<file path="src/rtl/mem_pkg.sv">
// Shared types and access-legality check for the load/store memory stage.
package mem_pkg;

  localparam int NUM_LANES = 4;
  localparam int LANE_W    = 8;

  typedef enum logic [1:0] {
    BYTE = 2'h0,
    HALF = 2'h1,
    WORD = 2'h2
  } size_t;

  typedef enum logic [1:0] {
    IDLE   = 2'd0,
    ACCESS = 2'd1,
    RESP   = 2'd2
  } mac_state_t;

  // Attributes of the accepted access, needed again when the read data returns.
  typedef struct packed {
    logic       we;
    logic [1:0] size;
    logic       sgn;
    logic [1:0] off;
  } req_t;

  // True when the access must fault without touching the bus.
  function automatic logic mem_bad(input logic [1:0] size, input logic [1:0] off,
                                   input logic we, input logic rd);
    logic illegal, misal;
    illegal = (size == 2'h3) || (we && rd);
    misal   = ((size == HALF) && off[0]) || ((size == WORD) && (off != 2'b00));
    return illegal || misal;
  endfunction

endpackage

</file>
<file path="src/rtl/mem_lane_align.sv">
// Byte-lane steering: store data/enables onto lanes, and lane extraction with extension for loads.
module mem_lane_align
  import mem_pkg::*;
(
  input  logic [1:0]                        st_size,
  input  logic [1:0]                        st_off,
  input  logic [31:0]                       wdata,
  output logic [NUM_LANES-1:0]              be,
  output logic [31:0]                       lane_wdata,
  input  logic [1:0]                        ld_size,
  input  logic                              ld_sgn,
  input  logic [1:0]                        ld_off,
  input  logic [31:0]                       bus_rdata,
  output logic [31:0]                       rdata_ext
);

  logic [NUM_LANES-1:0][LANE_W-1:0] rlanes;
  logic [7:0]                       rb;
  logic [15:0]                      rh;

  assign rlanes = bus_rdata;

  always_comb begin
    be         = '0;
    lane_wdata = wdata;
    case (st_size)
      BYTE: begin
        be         = 4'b0001 << st_off;
        lane_wdata = {4{wdata[7:0]}};
      end
      HALF: begin
        be         = st_off[1] ? 4'b1100 : 4'b0011;
        lane_wdata = {2{wdata[15:0]}};
      end
      WORD: be = 4'b1111;
      default: be = '0;
    endcase
  end

  // WORD ignores the signed bit; narrower fields replicate their top bit only when signed.
  always_comb begin
    rb = rlanes[ld_off];
    rh = ld_off[1] ? bus_rdata[31:16] : bus_rdata[15:0];
    case (ld_size)
      BYTE:    rdata_ext = {{24{ld_sgn & rb[7]}}, rb};
      HALF:    rdata_ext = {{16{ld_sgn & rh[15]}}, rh};
      default: rdata_ext = bus_rdata;
    endcase
  end

endmodule

</file>
<file path="src/rtl/mem_access_unit.sv">
// Memory stage: one req/ack bus transaction at a time, stalls the core until the access completes.
module mem_access_unit
  import mem_pkg::*;
#(
  parameter int TIMEOUT = 255,
  parameter int TO_W    = $clog2(TIMEOUT+1)
)(
  input  logic        clk,
  input  logic        reset_n,
  input  logic        ex_valid,
  input  logic        MemW,
  input  logic        MemRead,
  input  logic [2:0]  memSelect,
  input  logic [31:0] addr,
  input  logic [31:0] wdata,
  output logic        stall,
  output logic [31:0] rdata,
  output logic        rdata_valid,
  output logic        fault,
  output logic        bus_req,
  output logic        bus_we,
  output logic [31:0] bus_addr,
  output logic [3:0]  bus_be,
  output logic [31:0] bus_wdata,
  input  logic        bus_ack,
  input  logic [31:0] bus_rdata,
  input  logic        bus_err
);

  mac_state_t      state, nxt;
  req_t            req_q;
  logic [TO_W-1:0] cnt;
  logic            accept, bad, timeout;
  logic [3:0]      st_be;
  logic [31:0]     st_wdata, ld_data;

  assign accept  = ex_valid & (MemW | MemRead);
  assign bad     = mem_bad(memSelect[1:0], addr[1:0], MemW, MemRead);
  assign timeout = (cnt == TO_W'(TIMEOUT-1));

  mem_lane_align u_align (
    .st_size    (memSelect[1:0]),
    .st_off     (addr[1:0]),
    .wdata      (wdata),
    .be         (st_be),
    .lane_wdata (st_wdata),
    .ld_size    (req_q.size),
    .ld_sgn     (req_q.sgn),
    .ld_off     (req_q.off),
    .bus_rdata  (bus_rdata),
    .rdata_ext  (ld_data)
  );

  always_ff @(posedge clk or negedge reset_n) begin
    if (!reset_n) state <= IDLE;
    else          state <= nxt;
  end

  always_comb begin
    nxt = state;
    case (state)
      IDLE:    if (accept) nxt = bad ? RESP : ACCESS;
      ACCESS:  if (bus_err || bus_ack || timeout) nxt = RESP;
      RESP:    nxt = IDLE;
      default: nxt = IDLE;
    endcase
  end

  // Gated by reset_n so the core is released the instant reset hits, even with its inputs still held.
  always_comb begin
    stall = 1'b0;
    case (state)
      IDLE:    stall = accept;
      ACCESS:  stall = 1'b1;
      default: stall = 1'b0;
    endcase
    stall = stall & reset_n;
  end

  always_ff @(posedge clk or negedge reset_n) begin
    if (!reset_n) begin
      req_q       <= '0;
      cnt         <= '0;
      rdata       <= '0;
      rdata_valid <= 1'b0;
      fault       <= 1'b0;
      bus_req     <= 1'b0;
      bus_we      <= 1'b0;
      bus_addr    <= '0;
      bus_be      <= '0;
      bus_wdata   <= '0;
    end else begin
      rdata_valid <= 1'b0;
      fault       <= 1'b0;
      case (state)
        IDLE: begin
          cnt <= '0;
          if (accept) begin
            req_q     <= '{we: MemW, size: memSelect[1:0], sgn: memSelect[2], off: addr[1:0]};
            bus_we    <= MemW;
            bus_addr  <= {addr[31:2], 2'b00};
            bus_be    <= st_be;
            bus_wdata <= st_wdata;
            if (bad) fault   <= 1'b1;
            else     bus_req <= 1'b1;
          end
        end
        ACCESS: begin
          cnt <= cnt + 1'b1;
          if (bus_err) begin
            fault   <= 1'b1;
            bus_req <= 1'b0;
          end else if (bus_ack) begin
            bus_req <= 1'b0;
            if (!req_q.we) begin
              rdata       <= ld_data;
              rdata_valid <= 1'b1;
            end
          end else if (timeout) begin
            fault   <= 1'b1;
            bus_req <= 1'b0;
          end
        end
        default: cnt <= '0;
      endcase
    end
  end

endmodule

</file>
<file path="config.mk">
export PLATFORM = sky130hd
export DESIGN_NAME = mem_access_unit
export DESIGN_NICKNAME = d
export VERILOG_FILES = /design/src/rtl/mem_pkg.sv /design/src/rtl/mem_lane_align.sv /design/src/rtl/mem_access_unit.sv
export SDC_FILE = /design/constraint.sdc
export NUM_CORES = 1
export LEC_CHECK = 0
export BUFFER_PORTS_ARGS = -buffer_cell sky130_fd_sc_hd__buf_2
export CORE_ASPECT_RATIO = 0.9
export CORE_MARGIN = 2
export CORE_UTILIZATION = 35
export CTS_BUF_LIST = sky130_fd_sc_hd__clkbuf_4 sky130_fd_sc_hd__clkbuf_8 sky130_fd_sc_hd__clkbuf_16
export DETAILED_ROUTE_END_ITERATION = 6
export PLACE_DENSITY = 0.64
export SETUP_SLACK_MARGIN = 0.1
export SLEW_MARGIN = 20
export SYNTH_ARGS = -nofsm -noshare
export SYNTH_HDL_FRONTEND = slang
export SYNTH_SLANG_ARGS = --single-unit
</file>
<file path="constraint.sdc">
create_clock -name clk -period 2.25 [get_ports clk]
set_input_delay 0.5625 -clock clk [delete_from_list [all_inputs] [get_ports clk]]
set_output_delay 0.5625 -clock clk [all_outputs]
set_load 0.1 [all_outputs]
</file>
; After elaboration in Yosys (flattened, before gate mapping)
; Cells that the tools add are included.
[totals]
regBits = 117
output_inout_bits = 105
[classes]
muxes = 29
bitwise = 7
n_shift = 1
n_reduce_logical = 17
addsub = 1
magnitude_cmp = 1
n_eq_ne = 10
[ops]
columns = operator, n
row1 = 32-bit one-hot mux with 2 select lines, 2
row2 = 8-bit binary-select mux with 2-bit select, 1
row3 = 16-bit two-way mux, 1
row4 = 8-bit two-way mux, 2
row5 = 1-bit two-way mux, 14
row6 = 4-bit one-hot mux with 3 select lines, 1
row7 = 8-bit by 1-bit adder with 8-bit output (second input constant), 1
row8 = 8-bit equality test (second input constant), 1
row9 = 4-bit AND reduction, 2
row10 = 2-bit by 1-bit equality test with 1-bit output (second input constant), 3
row11 = 2-bit logical NOT, 3
row12 = 2-bit two-way mux, 3
row13 = 2-bit != test (second input constant), 3
row14 = 1-bit one-hot mux with 2 select lines, 3
row15 = 1-bit logical OR, 5
row16 = 1-bit AND, 4
row17 = 2-bit equality test (second input constant), 2
row18 = 4-bit two-way mux, 1
row19 = 4-bit != test (second input constant), 1
row20 = 2-bit one-hot mux with 2 select lines, 1
row21 = 2-bit AND reduction, 2
row22 = 2-bit nonzero test, 2
row23 = 1-bit by 2-bit left shift with 4-bit output (first input constant), 1
row24 = 1-bit logical AND, 3
row25 = 3 further kinds, 4

; Longest topological paths before layout
; Gate-level depths: netlist (run 1).
[depth]
ltp_word = 7
ltp_mapped = 7

; Cells and area by module
; A second synthesis (run 1) with hierarchy kept.
[unflattened]
cells_unflattened = 459
area_unflattened_um2 = 5855.6
[modules_own_cells]
columns = mod, cells_each, n_inst, area_per_inst_um2
row1 = mem_access_unit, 290, 1, 4636.9
row2 = mem_lane_align, 169, 1, 1218.7

; Least setup slack after synthesis (run 1)
; OpenSTA, ideal clock, no wires.
[synth_path]
path_type = flip-flop to flip-flop
start = reg req_q[5] in the netlist's numbering
end = reg rdata[2]
arrival_ps = 1931
required_ps = 2129
period_less_slack_ps = 2052
setup_slack_ps = 198
stages_incl_launch_ff = 7
setup_ps = 121
path_cell_list = dfrtp_1 or4_4 buf_6 inv_2 buf_4 o21ai_0 o22a_1
[synth_via]
elab_chain_cells = 2
[synth_rtl]
columns = element, line_no
row1 = "start, declared", mem_access_unit.sv:31  ; req_t req_q;
row2 = "start signal, assigned", mem_access_unit.sv:99  ; req_q <= '{we: MemW, size: memSelect[1:0], sgn: memSelect[2], off: addr[1:0]};
row3 = 1-bit inverter (no source line), --
row4 = 4-bit AND reduction (no source line), --
row5 = "end signal, assigned", mem_access_unit.sv:116  ; rdata <= ld_data;
row6 = "end, declared", mem_access_unit.sv:17  ; output logic [31:0] rdata,
; Every way passes these cells.
; A chain may end at the register's enable or synchronous reset.

; Final worst setup path (run 1)
[layout_path]
start = reg state[0]
end = out stall
[layout_via]
elab_chain_cells = 3
word_cells_on_any_way = 4
cone_classes = 1 x eq/ne / 1 x mux / 1 x bitwise / 1 x reduce/logical
[layout_rtl]
columns = element, line_no
row1 = "start, declared", mem_access_unit.sv:30  ; mac_state_t state, nxt;
row2 = "start signal, assigned", mem_access_unit.sv:56  ; else state <= nxt;
row3 = 2-bit by 1-bit equality test with 1-bit output / 2-bit logical NOT (equally long branches), mem_access_unit.sv:72  ; case (state)
row4 = 1-bit one-hot mux with 2 select lines (*), mem_access_unit.sv:72
row5 = 1-bit AND (*), mem_access_unit.sv:77  ; stall = stall & reset_n;
row6 = "end, declared", mem_access_unit.sv:16  ; output logic stall,
; Every way passes the cells marked *; elsewhere a longest branch is shown, timed or not.

==> flow_summary.ini, run 1 <==
[status]
status = complete, no violations

[power_and_ir_drop]
power_frac_seq_pct = 25.0
combPwrFrac_pct = 52.6
ir_drop_mv = 1.551
p_switching_uw = 6936
clkPwrFrac_pct = 22.4
p_per_area_nw_per_um2 = 1670
p_leak_uw = 0.003883
switching_share_pct = 55.91
internal-power_uw = 5470

[sta]
fin_tns_setup_ns = 0
finalCriticalPeriod_ns = 1.934
rsz0062_at_grt = no
setup_violations = 0
slew_viol_final = 0
post-route-period-util_pct = 85.94
skew_ns = 0.006457
fmax_mhz = 517.2
finalWorstSetupSlack_ns = 0.3164
slew_headroom_pct = 57.92
tightest_slew_ns = 0.6312
hold_viol = 0

[routing]
drt-vias-per-instance = 4.847
drt_iter0_drc = 246
antenna_left = 0
vias = 4968
drc = 0
drt_first_pass_iters = 4
wl_per_cell_um = 15.71
finalWirelength_um = 16100

[placed_design]
dp_hpwl_um = 11330
port_buffers = 208
post-place-ws_ns = 0.1002
place.gp.congestion = 0.8012

[final_layout]
final_cell_mix = buf_2, nand2_1, dfrtp_1
final_common_cell = buf_2
synthToLayoutAreaGrowth_pct = 34.11
fillCellCount = 1507
num_antenna_cells = 0
drive_above_1_share_pct = 33.05
nets = 918

[floorplanning]
row_count = 43
dieArea_um2 = 16850
die_h_um = 123.3
io_pins = 211
core_um2 = 15440
die_w_um = 136.6
start_util_pct = 35.87

[synthesis]
yosysWarnings = 0
synth-main-ff-cell = dfrtp_1
yosysSeqAreaShare_pct = 52.86
synthCells = 609
syn_avg_cell_area_um2 = 9.095
ys_seq_elements = 117
synth-async-reset-ratio_pct = 100.0
synth_enable_flop_cells = 0
syn-cell-area_um2 = 5539
synth.distinct_cells = 45

[setup_path]
cp_max_fo = 6
reg2reg_slack_ns = 0.33
r2r_end = rdata[5]
reg2reg_depth = 5
r2r_start = state[1]
crit_path_end_kind = output port
startpoint_type = flop
crit_type = reg2out
critPathRequiredTime_ns = 1.69
worstPathArrival_ns = 1.37

[global_route]
grt_pass1_vias = 4681
grt_use_total_pct = 19.30
antenna_found_initial = 2
grt_max_degree = 118
grt_pass1_wl_um = 24880
grt-ovfl-total = 0

[clocking]
cts_tree = yes
root_buffer = clkbuf_16
cts_buffer_depth = 2
htreeDepth = 4
clock_latency_ns = 0.41
cts_setup_buffers = 0
hold_buffers = 0
numCtsBuffers = 17
ctsResizeCount = 0
clock_sinks = 117
clkTransAtPathRegs_ns = 0.06

[min_path]
min_path_type = in2async

[run]
drv_cap = 0
==> synth_stat cells (3+ instances only) <==
library cell,number,area [um2]
buf_2,9,45.04
nor2_1,40,150.1
nand3_1,11,55.05
o22a_1,7,61.31
or3_1,3,18.77
nor4bb_1,7,70.07
dfrtp_1,117,2928
buf_4,4,30.03
a21oi_1,36,180.2
mux2i_1,40,400.4
clkbuf_1,27,101.4
inv_1,8,30.03
nand2_1,192,720.7
nand2b_1,5,31.28
xor2_1,6,52.55
o211ai_2,7,87.58
and2_1,8,50.05
o21ai_0,45,225.2
==> metal layers <==
| layer | vias to the layer above | share of wire [%] | track usage, % |
|---|---|---|---|
| li1 | 2436 | - | - |
| met1 | 2318 | 45 | 25.62 |
| met2 | 195 | 45 | 29.69 |
| met3 | 15 | 9.2 | 7.298 |
| met4 | 4 | 1.1 | 5.013 |
| met5 | - | 0.11 | 0 |
==> critical path, stage by stage (launching register included) <==
cell and delay (ns):
dfrtp_1 0.43, nand2b_1 0.16, and3_1 0.21, buf_12 0.17
==> power groups by stage <==
| stage | combinational [uW] | sequential (uW) | clock, uW |
|---|---|---|---|
| final | 6520 | 3100 | 2780 |
| after global routing | 6790 | 3180 | 2950 |
| after CTS | 6560 | 3110 | 2830 |
| after detailed placement | 6560 | 3120 | 0 |
| after global placement | 6510 | 3120 | 0 |
| after floorplan | 1040 | 7440 | 0 |
==> through the flow <==
stage	util (%)	hold slack [ns]	cells	area, um2	power [uW]
final	48.11	0.2990	1025	7428	12410
after global routing	48.11	0.3258	1025	7428	12910
after CTS	48.11	0.3206	1025	7428	12500
after detailed placement	44.19	0.4573	993	6823	9683
after global placement	44.19	0.4533	993	6823	9635
after floorplan	-	0.2669	610	5543	8481
==> worst max-delay path by stage <==
stage,start,endpoint,cells after the start
after floorplan,req_q[5],rdata[2],6
after global placement,bus_ack,rdata[7],7
after detailed placement,bus_ack,rdata[20],7
after CTS,state[0],stall,3
after global routing,state[1],rdata[20],6
final,state[0],stall,3
==> cells by family (layout without fill, tap and decap cells) <==
group | count (synthesis) | after routing | share of synthesized area [%]
fa+ha+maj | 2 | 2 | 0.4517
buf+inv | 52 | 265 | 4.134
flops | 117 | 117 | 52.86
mux | 42 | 42 | 7.635
simple gates | 276 | 276 | 21.05
compound gates | 112 | 112 | 12.69
other cells | 1 | 2 | 0.06770
xor+xnor | 7 | 7 | 1.107
==> flip-flops by register name (all words and copies together), names as in the netlist <==
register / flops
req_q: 6
cnt: 8
rdata: 32
bus_wdata: 32
bus_addr: 30
fault: 1
bus_req: 1
state: 2
bus_be: 4
rdata_valid: 1
==> final cells by class <==
class,instances,area (um2),share of cell area [%]
sequential,117,2928,39.41
clock buffer,17,425.4,5.727
tap,202,252.7,3.402
multi-input combinational,441,2392,32.20
inverter,9,33.78,0.4548
timing repair buffer,224,1216,16.37
clock inverter,15,180.2,2.425
Note: power is estimated with default switching activity, not from simulation.
==> run 2: changes to the inputs <==
==> constraint.sdc (replaced) <==
create_clock -name clk -period 1.9 [get_ports clk]
set_input_delay 0.475 -clock clk [delete_from_list [all_inputs] [get_ports clk]]
set_output_delay 0.475 -clock clk [all_outputs]
set_load 0.1 [all_outputs]
==> run 2 against run 1 <==
  * Non-clock buffer count increased by 8
  * Register-to-register slack got worse by 0.11 ns
  * Final area increased by 1.5%
  * Combinational power increased by 19%
  * Clock skew decreased by 0.0018 ns
  * Via count increased by 0.44%
  * Die area unchanged
  * Sequential power increased by 18%
  * Largest cell class unchanged
  * Hold slack got worse by 0.079 ns
  * First-iteration DRC count decreased by 1.6%
  * Critical path type unchanged
  * Clock-buffer cell count unchanged
  * Clock power increased by 11%
==> flow_summary.ini, run 2 (same netlist as run 1, synthesis figures left out) <==
[setup_path]
worstPathArrival_ns = 1.28
startpoint_type = flop
crit_path_end_kind = output port
crit_type = reg2out
cp_max_fo = 2
critPathRequiredTime_ns = 1.42

[floorplanning]
die_h_um = 123.3
dieArea_um2 = 16850
row_count = 43
io_pins = 211
die_w_um = 136.6
core_um2 = 15440
start_util_pct = 35.87

[final_layout]
stdcell_count = 1034
synthToLayoutAreaGrowth_pct = 36.12
drive_above_1_share_pct = 34.18
nets = 926
reg_top3 = bus_wdata: 32 flops, rdata: 32 flops, bus_addr: 30 flops
final_common_cell = buf_2
final_cell_mix = buf_2, nand2_1, dfrtp_1

[clocking]
hold_buffers = 0
clock_latency_ns = 0.41
root_buffer = clkbuf_16
numCtsBuffers = 17
cts_buffer_depth = 2
clkTransAtPathRegs_ns = 0.06
htreeDepth = 4
cts_tree = yes
clock_sinks = 117

[power_and_ir_drop]
p_per_area_nw_per_um2 = 1928
ir_drop_mv = 1.803
p_leak_uw = 0.003937

[status]
status = complete, no violations

[sta]
rsz0062_at_grt = yes
tightest_slew_ns = 0.6255
setup_violations = 0
finalCriticalPeriod_ns = 1.752
hold_viol = 0
slew_headroom_pct = 58.30
fin_tns_setup_ns = 0
skew_ns = 0.004619
post-route-period-util_pct = 92.20
slew_viol_final = 0
fmax_mhz = 570.9

[routing]
drt_first_pass_iters = 4
drt-vias-per-instance = 4.826
drt_iter0_drc = 242
vias = 4990
finalWirelength_um = 16050
antenna_left = 0
wl_per_cell_um = 15.52
drc = 0

[global_route]
grt_pass1_vias = 4928
grt_max_degree = 118
grt_pass1_wl_um = 25290
antenna_found_initial = 1
grt_use_total_pct = 19.47
grt-ovfl-total = 0

[run]
drv_cap = 0

[min_path]
min_path_type = in2async

[placed_design]
place.gp.congestion = 0.7786
dpl.cell_count = 999
dp_hpwl_um = 11570
port_buffers = 208
[run 2: changes by cell type in the layout (fill, tap and decap cells not counted), moves of 2 or more]
cell / delta
buf_12: +5
buf_4: +3
bufinv_16: -2
inv_6: +5
clkinvlp_4: -2
[run 2: metrics by stage]
step | utilization, % | setup WS [ns] | power (uW) | cell area [um2] | hold WS, ns
floorplan | - | 0.08604 | 10050 | 5554 | 0.1794
global placement | 44.92 | 0.01673 | 11450 | 6935 | 0.4539
detailed placement | 44.92 | 0.007086 | 11510 | 6935 | 0.4575
CTS | 48.68 | 0.1066 | 14650 | 7516 | 0.2300
global route | 48.81 | 0.08485 | 15160 | 7537 | 0.2431
finish | 48.83 | 0.1483 | 14540 | 7540 | 0.2197
[run 2: final timing paths]
kind | slack [ns] | cells after the start | from | end
worst max-delay path | 0.15 | 3 | state[0] | stall
worst min-delay path | 0.22 | 2 | reset_n | bus_addr[13]
worst max register to register | 0.22 | 6 | state[1] | rdata[17]
worst min register to register | 0.46 | 2 | bus_addr[10] | bus_addr[10]
max in group asynchronous | 1.21 | 2 | reset_n | req_q[5]
min in group clk | 0.25 | 3 | addr[7] | bus_addr[7]
[run 2: cell type report]
type,instances,area [um2]
Timing Repair Buffer,232,1339
Tap cell,202,252.7
Inverter,9,36.28
Clock inverter,15,143.9
Clock buffer,17,425.4
Multi-Input combinational cell,441,2409
Sequential cell,117,2932
Antenna cell,1,2.502
Fill cell,1491,7901
[run 2: timing repair]
item | in CTS | in global routing
endpoints found under the setup margin | 1 | 11
gates resized for setup | 1 | 3
hold endpoints to repair | 0 | 0
buffers inserted | 1 | 1
[run 2: where the power goes]
group,internal [uW],total [uW],switching (uW),leakage (uW)
Combinational,1240,7790,6560,0.00221
Sequential,3230,3650,425,0.00146
Clock,1830,3090,1260,0.000268
[run 2: metal layers]
metal,part of all wire [%],up-vias,wire [um],track usage [%]
li1,-,2459,-,-
met1,45,2351,7261,25.49
met2,46,167,7322,30.72
met3,7.7,13,1233,6.355
met4,1.5,0,236,5.990
met5,0,-,0,0
[run 2: worst max-delay path, stage by stage (launching register included)]
cell and delay, ns:
dfrtp_1 0.38, nand2b_4 0.14, and3_4 0.18, buf_12 0.16
